**config.mk**
```make
export PLATFORM = sky130hd
export DESIGN_NAME = dual_issue_scheduler_flat
export DESIGN_NICKNAME = d
export VERILOG_FILES = /design/src/rtl/dual_issue_scheduler_pkg.sv /design/src/rtl/dual_issue_scheduler_if.sv /design/src/rtl/dual_issue_scheduler_issue_hazard_detect.sv /design/src/rtl/dual_issue_scheduler.sv /design/src/flat_wrapper.sv
export SDC_FILE = /design/constraint.sdc
export NUM_CORES = 1
export LEC_CHECK = 0
export CORE_ASPECT_RATIO = 2
export CORE_UTILIZATION = 52
export CTS_CLUSTER_DIAMETER = 30
export DETAILED_ROUTE_END_ITERATION = 6
export PLACE_DENSITY = 0.92
export SYNTH_ARGS = -nofsm -noshare
export SYNTH_HDL_FRONTEND = slang
export SYNTH_SLANG_ARGS = --single-unit
```
**constraint.sdc**
```tcl
create_clock -name clk -period 6.55 [get_ports clk]
set_input_delay 1.6375 -clock clk [delete_from_list [all_inputs] [get_ports clk]]
set_output_delay 1.6375 -clock clk [all_outputs]
set_load 0.02 [all_outputs]
```
**src/rtl/dual_issue_scheduler_pkg.sv**
```systemverilog
// Shared definitions for the dual-issue scheduler: MIPS opcode constants,
// instruction field positions and the scheduler FSM state encoding.
package dual_issue_scheduler_pkg;

  localparam logic [5:0] OP_RTYPE = 6'b000000;
  localparam logic [5:0] OP_LW    = 6'b100011;
  localparam logic [5:0] OP_SW    = 6'b101011;
  localparam logic [5:0] OP_BEQ   = 6'b000100;
  localparam logic [5:0] OP_BNE   = 6'b000101;
  localparam logic [5:0] OP_MUL   = 6'b011100;

  localparam int OP_HI = 31;
  localparam int OP_LO = 26;
  localparam int RS_HI = 25;
  localparam int RS_LO = 21;
  localparam int RT_HI = 20;
  localparam int RT_LO = 16;
  localparam int RD_HI = 15;
  localparam int RD_LO = 11;

  typedef enum logic {
    ST_RUN   = 1'b0,
    ST_SPLIT = 1'b1
  } sched_state_t;

endpackage

```
**src/rtl/dual_issue_scheduler_if.sv**
```systemverilog
// Fetch-to-scheduler pair handshake: IF (master) presents an I/R instruction
// pair, the scheduler (slave) answers with if_ready when it consumes it.
interface dual_issue_scheduler_if;
  logic        if_valid;
  logic        if_ready;
  logic        if_type_i;
  logic [31:0] if_instr_i;
  logic        if_type_r;
  logic [31:0] if_instr_r;

  modport master (
    output if_valid, if_type_i, if_instr_i, if_type_r, if_instr_r,
    input  if_ready
  );

  modport slave (
    input  if_valid, if_type_i, if_instr_i, if_type_r, if_instr_r,
    output if_ready
  );
endinterface

```
**src/rtl/dual_issue_scheduler_issue_hazard_detect.sv**
```systemverilog
// Combinational hazard flags for an I/R instruction pair: RAW and WAW between
// the slots, and load-use against the load currently in EX. Empty slots and
// register 0 never contribute a hazard.
module issue_hazard_detect
  import dual_issue_scheduler_pkg::*;
(
  input  logic       type_i,
  input  logic [5:0] op_i,
  input  logic [4:0] rs_i,
  input  logic [4:0] rt_i,
  input  logic       type_r,
  input  logic [4:0] rs_r,
  input  logic [4:0] rt_r,
  input  logic [4:0] rd_r,
  input  logic       ex_memread,
  input  logic [4:0] ex_write_reg,
  output logic       raw,
  output logic       waw,
  output logic       load_use
);

  logic [4:0] i_dst, i_src0, i_src1, r_dst, r_src0, r_src1;

  // Slot decode to source/destination registers, then hazard compares
  always_comb begin
    i_dst  = 5'd0;
    i_src0 = 5'd0;
    i_src1 = 5'd0;
    r_dst  = 5'd0;
    r_src0 = 5'd0;
    r_src1 = 5'd0;
    if (type_i) begin
      i_src0 = rs_i;
      if (op_i == OP_RTYPE || op_i == OP_LW || op_i == OP_MUL)
        i_dst = rt_i;
      if (op_i == OP_SW || op_i == OP_BEQ || op_i == OP_BNE)
        i_src1 = rt_i;
    end
    if (type_r) begin
      r_src0 = rs_r;
      r_src1 = rt_r;
      r_dst  = rd_r;
    end
    raw = (i_dst != 5'd0) && ((i_dst == r_src0) || (i_dst == r_src1));
    waw = (i_dst != 5'd0) && (i_dst == r_dst);
    load_use = ex_memread && (ex_write_reg != 5'd0) &&
               ((ex_write_reg == i_src0) || (ex_write_reg == i_src1) ||
                (ex_write_reg == r_src0) || (ex_write_reg == r_src1));
  end

endmodule

```
**src/rtl/dual_issue_scheduler.sv**
```systemverilog
// Dual-issue scheduler between IF/ID and ID: issues a fetched pair together,
// splits it over two cycles on RAW/WAW, bubbles on load-use, drops held work
// on flush and counts stall cycles (saturating).
// Build option: define ISSUE_SERIAL_EN to split every fully occupied pair.
module dual_issue_scheduler
  import dual_issue_scheduler_pkg::*;
#(
  parameter int CNT_W = 16
) (
  input  logic                 clk,
  input  logic                 btnc_i,
  dual_issue_scheduler_if.slave fe,
  input  logic                 ex_memread,
  input  logic [4:0]           ex_write_reg,
  input  logic                 flush,
  output logic                 id_type_i,
  output logic [31:0]          id_instr_i,
  output logic                 id_type_r,
  output logic [31:0]          id_instr_r,
  output logic [CNT_W-1:0]     stall_cnt
);

  function automatic logic [CNT_W-1:0] sat_inc(input logic [CNT_W-1:0] v);
    return (&v) ? v : v + 1'b1;
  endfunction

  sched_state_t     state_p0, state_nx;
  logic             hold_vld_p0;
  logic [31:0]      hold_instr_p0;
  logic             vld_i_p1, vld_r_p1;
  logic [31:0]      instr_i_p1, instr_r_p1;
  logic [CNT_W-1:0] cnt_p1;

  logic             det_type_i, det_type_r;
  logic [31:0]      det_instr_i, det_instr_r;
  logic             raw, waw, load_use, split_req;

  logic             ready_c, nx_vld_i, nx_vld_r, hold_load, hold_clear, cnt_inc;
  logic [31:0]      nx_instr_i, nx_instr_r;

  // Hazard inputs: the fetched pair in RUN, only the held R-slot in SPLIT
  always_comb begin
    det_type_i  = fe.if_type_i;
    det_instr_i = fe.if_instr_i;
    det_type_r  = fe.if_type_r;
    det_instr_r = fe.if_instr_r;
    if (state_p0 == ST_SPLIT) begin
      det_type_i  = 1'b0;
      det_type_r  = hold_vld_p0;
      det_instr_r = hold_instr_p0;
    end
  end

  issue_hazard_detect u_hazard (
    .type_i       (det_type_i),
    .op_i         (det_instr_i[OP_HI:OP_LO]),
    .rs_i         (det_instr_i[RS_HI:RS_LO]),
    .rt_i         (det_instr_i[RT_HI:RT_LO]),
    .type_r       (det_type_r),
    .rs_r         (det_instr_r[RS_HI:RS_LO]),
    .rt_r         (det_instr_r[RT_HI:RT_LO]),
    .rd_r         (det_instr_r[RD_HI:RD_LO]),
    .ex_memread   (ex_memread),
    .ex_write_reg (ex_write_reg),
    .raw          (raw),
    .waw          (waw),
    .load_use     (load_use)
  );

`ifdef ISSUE_SERIAL_EN
  assign split_req = fe.if_type_i & fe.if_type_r;
`else
  assign split_req = raw | waw;
`endif

  // Next-state and issue decision; anything not issued becomes a bubble
  always_comb begin
    state_nx   = state_p0;
    ready_c    = 1'b0;
    nx_vld_i   = 1'b0;
    nx_vld_r   = 1'b0;
    nx_instr_i = instr_i_p1;
    nx_instr_r = instr_r_p1;
    hold_load  = 1'b0;
    hold_clear = 1'b0;
    cnt_inc    = 1'b0;
    unique case (state_p0)
      ST_RUN: begin
        if (flush || !fe.if_valid) begin
          ready_c = 1'b0;
        end else if (load_use) begin
          cnt_inc = 1'b1;
        end else if (split_req) begin
          ready_c    = 1'b1;
          nx_vld_i   = fe.if_type_i;
          nx_instr_i = fe.if_instr_i;
          hold_load  = 1'b1;
          cnt_inc    = 1'b1;
          state_nx   = ST_SPLIT;
        end else begin
          ready_c    = 1'b1;
          nx_vld_i   = fe.if_type_i;
          nx_instr_i = fe.if_instr_i;
          nx_vld_r   = fe.if_type_r;
          nx_instr_r = fe.if_instr_r;
        end
      end
      ST_SPLIT: begin
        if (flush) begin
          hold_clear = 1'b1;
          state_nx   = ST_RUN;
        end else if (load_use) begin
          cnt_inc = 1'b1;
        end else begin
          nx_vld_r   = hold_vld_p0;
          nx_instr_r = hold_instr_p0;
          hold_clear = 1'b1;
          state_nx   = ST_RUN;
        end
      end
      default: state_nx = ST_RUN;
    endcase
  end

  assign fe.if_ready = ready_c & ~btnc_i;

  // State, hold register, ID-facing registers and stall counter
  always_ff @(posedge clk) begin
    if (btnc_i) begin
      state_p0    <= ST_RUN;
      hold_vld_p0 <= 1'b0;
      vld_i_p1    <= 1'b0;
      vld_r_p1    <= 1'b0;
      instr_i_p1  <= 32'd0;
      instr_r_p1  <= 32'd0;
      cnt_p1      <= '0;
    end else begin
      state_p0   <= state_nx;
      vld_i_p1   <= nx_vld_i;
      vld_r_p1   <= nx_vld_r;
      instr_i_p1 <= nx_instr_i;
      instr_r_p1 <= nx_instr_r;
      if (hold_load)
        hold_vld_p0 <= 1'b1;
      else if (hold_clear)
        hold_vld_p0 <= 1'b0;
      if (cnt_inc)
        cnt_p1 <= sat_inc(cnt_p1);
    end
  end

  // Hold data carries no reset; its valid bit alone marks it live
  always_ff @(posedge clk) begin
    if (hold_load)
      hold_instr_p0 <= fe.if_instr_r;
  end

  assign id_type_i  = vld_i_p1;
  assign id_instr_i = instr_i_p1;
  assign id_type_r  = vld_r_p1;
  assign id_instr_r = instr_r_p1;
  assign stall_cnt  = cnt_p1;

endmodule

```
**src/flat_wrapper.sv**
```systemverilog
// flat-port wrapper written by rule: the top's interface ports become plain ports
module dual_issue_scheduler_flat import dual_issue_scheduler_pkg::*;
#(
  parameter int CNT_W = 16
)
  (clk, btnc_i, ex_memread, ex_write_reg, flush, id_type_i, id_instr_i, id_type_r, id_instr_r, stall_cnt, fe_if_valid, fe_if_type_i, fe_if_instr_i, fe_if_type_r, fe_if_instr_r, fe_if_ready);
  dual_issue_scheduler_if fe_i ();
  input  logic clk;
  input  logic btnc_i;
  input  logic ex_memread;
  input  logic [4:0] ex_write_reg;
  input  logic flush;
  output logic id_type_i;
  output logic [31:0] id_instr_i;
  output logic id_type_r;
  output logic [31:0] id_instr_r;
  output logic [CNT_W-1:0] stall_cnt;
  input wire logic [$bits(fe_i.if_valid)-1:0] fe_if_valid;
  input wire logic [$bits(fe_i.if_type_i)-1:0] fe_if_type_i;
  input wire logic [$bits(fe_i.if_instr_i)-1:0] fe_if_instr_i;
  input wire logic [$bits(fe_i.if_type_r)-1:0] fe_if_type_r;
  input wire logic [$bits(fe_i.if_instr_r)-1:0] fe_if_instr_r;
  output wire logic [$bits(fe_i.if_ready)-1:0] fe_if_ready;
  assign fe_i.if_valid = fe_if_valid;
  assign fe_i.if_type_i = fe_if_type_i;
  assign fe_i.if_instr_i = fe_if_instr_i;
  assign fe_i.if_type_r = fe_if_type_r;
  assign fe_i.if_instr_r = fe_if_instr_r;
  assign fe_if_ready = fe_i.if_ready;
  dual_issue_scheduler #(.CNT_W(CNT_W)) u_core (.clk(clk), .btnc_i(btnc_i), .fe(fe_i), .ex_memread(ex_memread), .ex_write_reg(ex_write_reg), .flush(flush), .id_type_i(id_type_i), .id_instr_i(id_instr_i), .id_type_r(id_type_r), .id_instr_r(id_instr_r), .stall_cnt(stall_cnt));
endmodule
```
==> impl_metrics.env <==
export IMPL_register_area_sq_um=2640
export IMPL_total_power_uw=1960
export IMPL_multi_input_area_sq_um=2770
export IMPL_yosysUniqueCellTypes=75
export IMPL_ir_drop_v=0.000209
export IMPL_endpoint_kind="output pin"
export IMPL_cts_tree="yes"
export IMPL_worst_path_max_fanout=16
export IMPL_initial_utilization=0.536
export IMPL_cts_resized=0
export IMPL_synth_simple_gate_area_share=0.177
export IMPL_pre_cts_ws_ns=0.266
export IMPL_grt_ovfl_total=0
export IMPL_clock_root_buffer="clkbuf_16"
export IMPL_hold_violations=0
export IMPL_tns_ns=0
export IMPL_synthArstFlopShare=0
export IMPL_grt_antenna_before_repair=0
export IMPL_finalCritPeriodShare=0.967
export IMPL_hold_ws_ns=0.494
export IMPL_core_sq_um=10500
export IMPL_synth_top_family_by_area="simple AND/OR/NAND/NOR gates"
export IMPL_ys_warn_count=0
export IMPL_min_period_ns=6.33
export IMPL_clock_sinks=116
export IMPL_fmax_ghz=0.158
export IMPL_place_gp_congestion=0.912
export IMPL_yosys_top_cells_count="nor2_1 (88), dfxtp_1 (84), mux2i_1 (56), a211oi_1 (33), edfxtp_1 (32)"
export IMPL_synth_fp_nets=646
export IMPL_setup_slack_ns=0.217
export IMPL_drc_errors=0
export IMPL_cts_buffer_depth=2
export IMPL_drive_gt1_frac=0.0890
export IMPL_dpl_cell_count=835
export IMPL_finClkSkew_ns=0.0117
export IMPL_rsz0062_at_grt="no"
export IMPL_grt_max_degree=85
export IMPL_antenna_cells=0
export IMPL_htreeDepth=4
export IMPL_areaGrowthSynthToFinish_pct=39.2
export IMPL_fill_cells=726
export IMPL_holdBufCountCts=0
export IMPL_synth_seq_cells=116
export IMPL_synthXorXnorAreaFrac=0.0449
export IMPL_ys_seq_area_frac=0.467
export IMPL_drv_cap=0
export IMPL_viasPerCell=5.80
export IMPL_synth_flop_cell="dfxtp_1"
export IMPL_dr_first_iter_drc_count=294
export IMPL_critPathLaunchType="input port"
export IMPL_wl_mm=15.7
export IMPL_synthAdderAreaFrac=0.00221
export IMPL_detail_route_wl_per_cell_um=18.1
export IMPL_slew_limit_headroom=0.410
export IMPL_cp_required_ns=4.91
export IMPL_worstMarginPinSlew_ns=0.885
export IMPL_finalSetupViolCount=0
export IMPL_synth_edf_count=32
export IMPL_grt_use_total=0.285
export IMPL_cts_setup_buffers=0
export IMPL_vias=5029
export IMPL_p_leak_uw=0.00274
export IMPL_status="complete, no violations"
export IMPL_synthMuxAreaShare=0.0992
export IMPL_critPathKind="input port to output pin"
export IMPL_clk_latency_ns=0.41
export IMPL_fin_nets=794
export IMPL_fp_dieArea_sq_um=11300
export IMPL_pwr_density_cell_nw_per_um2=249
export IMPL_stdcell_count=867
export IMPL_synth_area_sq_um=5650
export IMPL_synth_compound_area_frac=0.166
export IMPL_grt_pass1_vias=5119
export IMPL_synth_top_area_share=0.297
export IMPL_postSynthCellCount=569
export IMPL_rows=53
export IMPL_cts_buffers=17
export IMPL_hpwl_mm=11.2
export IMPL_drv_slew=0
export IMPL_drt_pass1_iterations=7
export IMPL_synth_top_area_cell="dfxtp_1"
export IMPL_die_y_um=149
export IMPL_fp_dieW_um=75.7
export IMPL_synth_top_cells_by_area="dfxtp_1 (30%), edfxtp_1 (17%), mux2i_1 (9.9%)"
export IMPL_synth_avg_cell_area_sq_um=9.93
export IMPL_crit_arrival_ns=4.70
export IMPL_io_buffer_count=158
export IMPL_clk_pin_slew_worst_paths_ns=0.05
export IMPL_grt_pass1_wl_mm=24.2
export IMPL_yosysMostFrequentCell="nor2_1"
export IMPL_hold_path_class="register to register"
export IMPL_ioPinCount=159
export IMPL_ant_nets=0
## layout by cell type (no fill, tap or decap), types with 15 or more instances in the layout
master | synthesis | final
a211oi_1 | 33 | 33
a21oi_1 | 24 | 24
clkbuf_16 | 0 | 17
clkdlybuf4s50_1 | 0 | 157
dfxtp_1 | 84 | 83
edfxtp_1 | 32 | 32
mux2i_1 | 56 | 56
nand2_1 | 17 | 17
nor2_1 | 88 | 88
nor2b_1 | 15 | 15
xnor2_1 | 18 | 18
## power by group
| group | switching (uW) | leakage [uW] | internal (uW) |
|---|---|---|---|
| logic | 140 | 0.00148 | 137 |
| registers | 14.0 | 0.000975 | 762 |
| clock network | 344 | 0.000285 | 562 |
| total | 498 | 0.00274 | 1460 |
## per-layer routing
metal	wire, um	global-route usage
met1	5530	0.278
met2	8880	0.528
met3	862	0.0754
met4	395	0.138
met5	0	0
## path summary, 6_finish.rpt
| kind | from | to | slack [ns] | cells after the start |
|---|---|---|---|---|
| worst min register to register | u_core.id_instr_i[21]$_SDFFE_PP0P_ | u_core.id_instr_i[21]$_SDFFE_PP0P_ | 0.49 | 2 |
| worst min-delay path | u_core.id_instr_i[21]$_SDFFE_PP0P_ | u_core.id_instr_i[21]$_SDFFE_PP0P_ | 0.49 | 2 |
| worst max register to register | u_core.state_p0$_SDFF_PP0_ | u_core.hold_instr_p0[5]$_DFFE_PP_ | 2.37 | 11 |
| worst max-delay path | fe_if_type_r | fe_if_ready | 0.22 | 9 |
## metrics by stage
step,instance area (sq um),util
after global routing,7870,0.746
after global placement,7280,0.691
after CTS,7870,0.746
final,7870,0.746
after detailed placement,7280,0.691
after floorplan,5650,-
## cells by family after synthesis
logic type      after synthesis
fa+ha+maj                     1
buf+inv                      47
compound gates              126
simple gates                194
mux                          56
flops                       116
xor+xnor                     29
## registers in the layout (all words and copies together), names as in the netlist
register	count
u_core.hold_vld_p0	1
u_core.id_type_r	1
u_core.id_instr_r	32
u_core.id_type_i	1
u_core.hold_instr_p0	32
u_core.state_p0	1
u_core.id_instr_i	32
u_core.stall_cnt	16
## worst max-delay path, cell delays in order
cell	delay (ns)
clkdlybuf4s50_1	0.68
a22oi_1	0.57
xnor2_1	0.19
nor3_1	0.07
a31oi_1	0.22
a21oi_2	0.13
nor4b_2	0.27
nor2b_1	0.27
clkdlybuf4s50_1	0.65
## layout make-up
class                      instances  area share
tap                              137      0.0218
multi-input combinational        406       0.352
timing repair buffer             172       0.214
clock inverter                    15      0.0202
sequential                       116       0.336
inverter                           4     0.00191
clock buffer                      17      0.0541
Note: power is estimated with default switching activity, not from simulation.
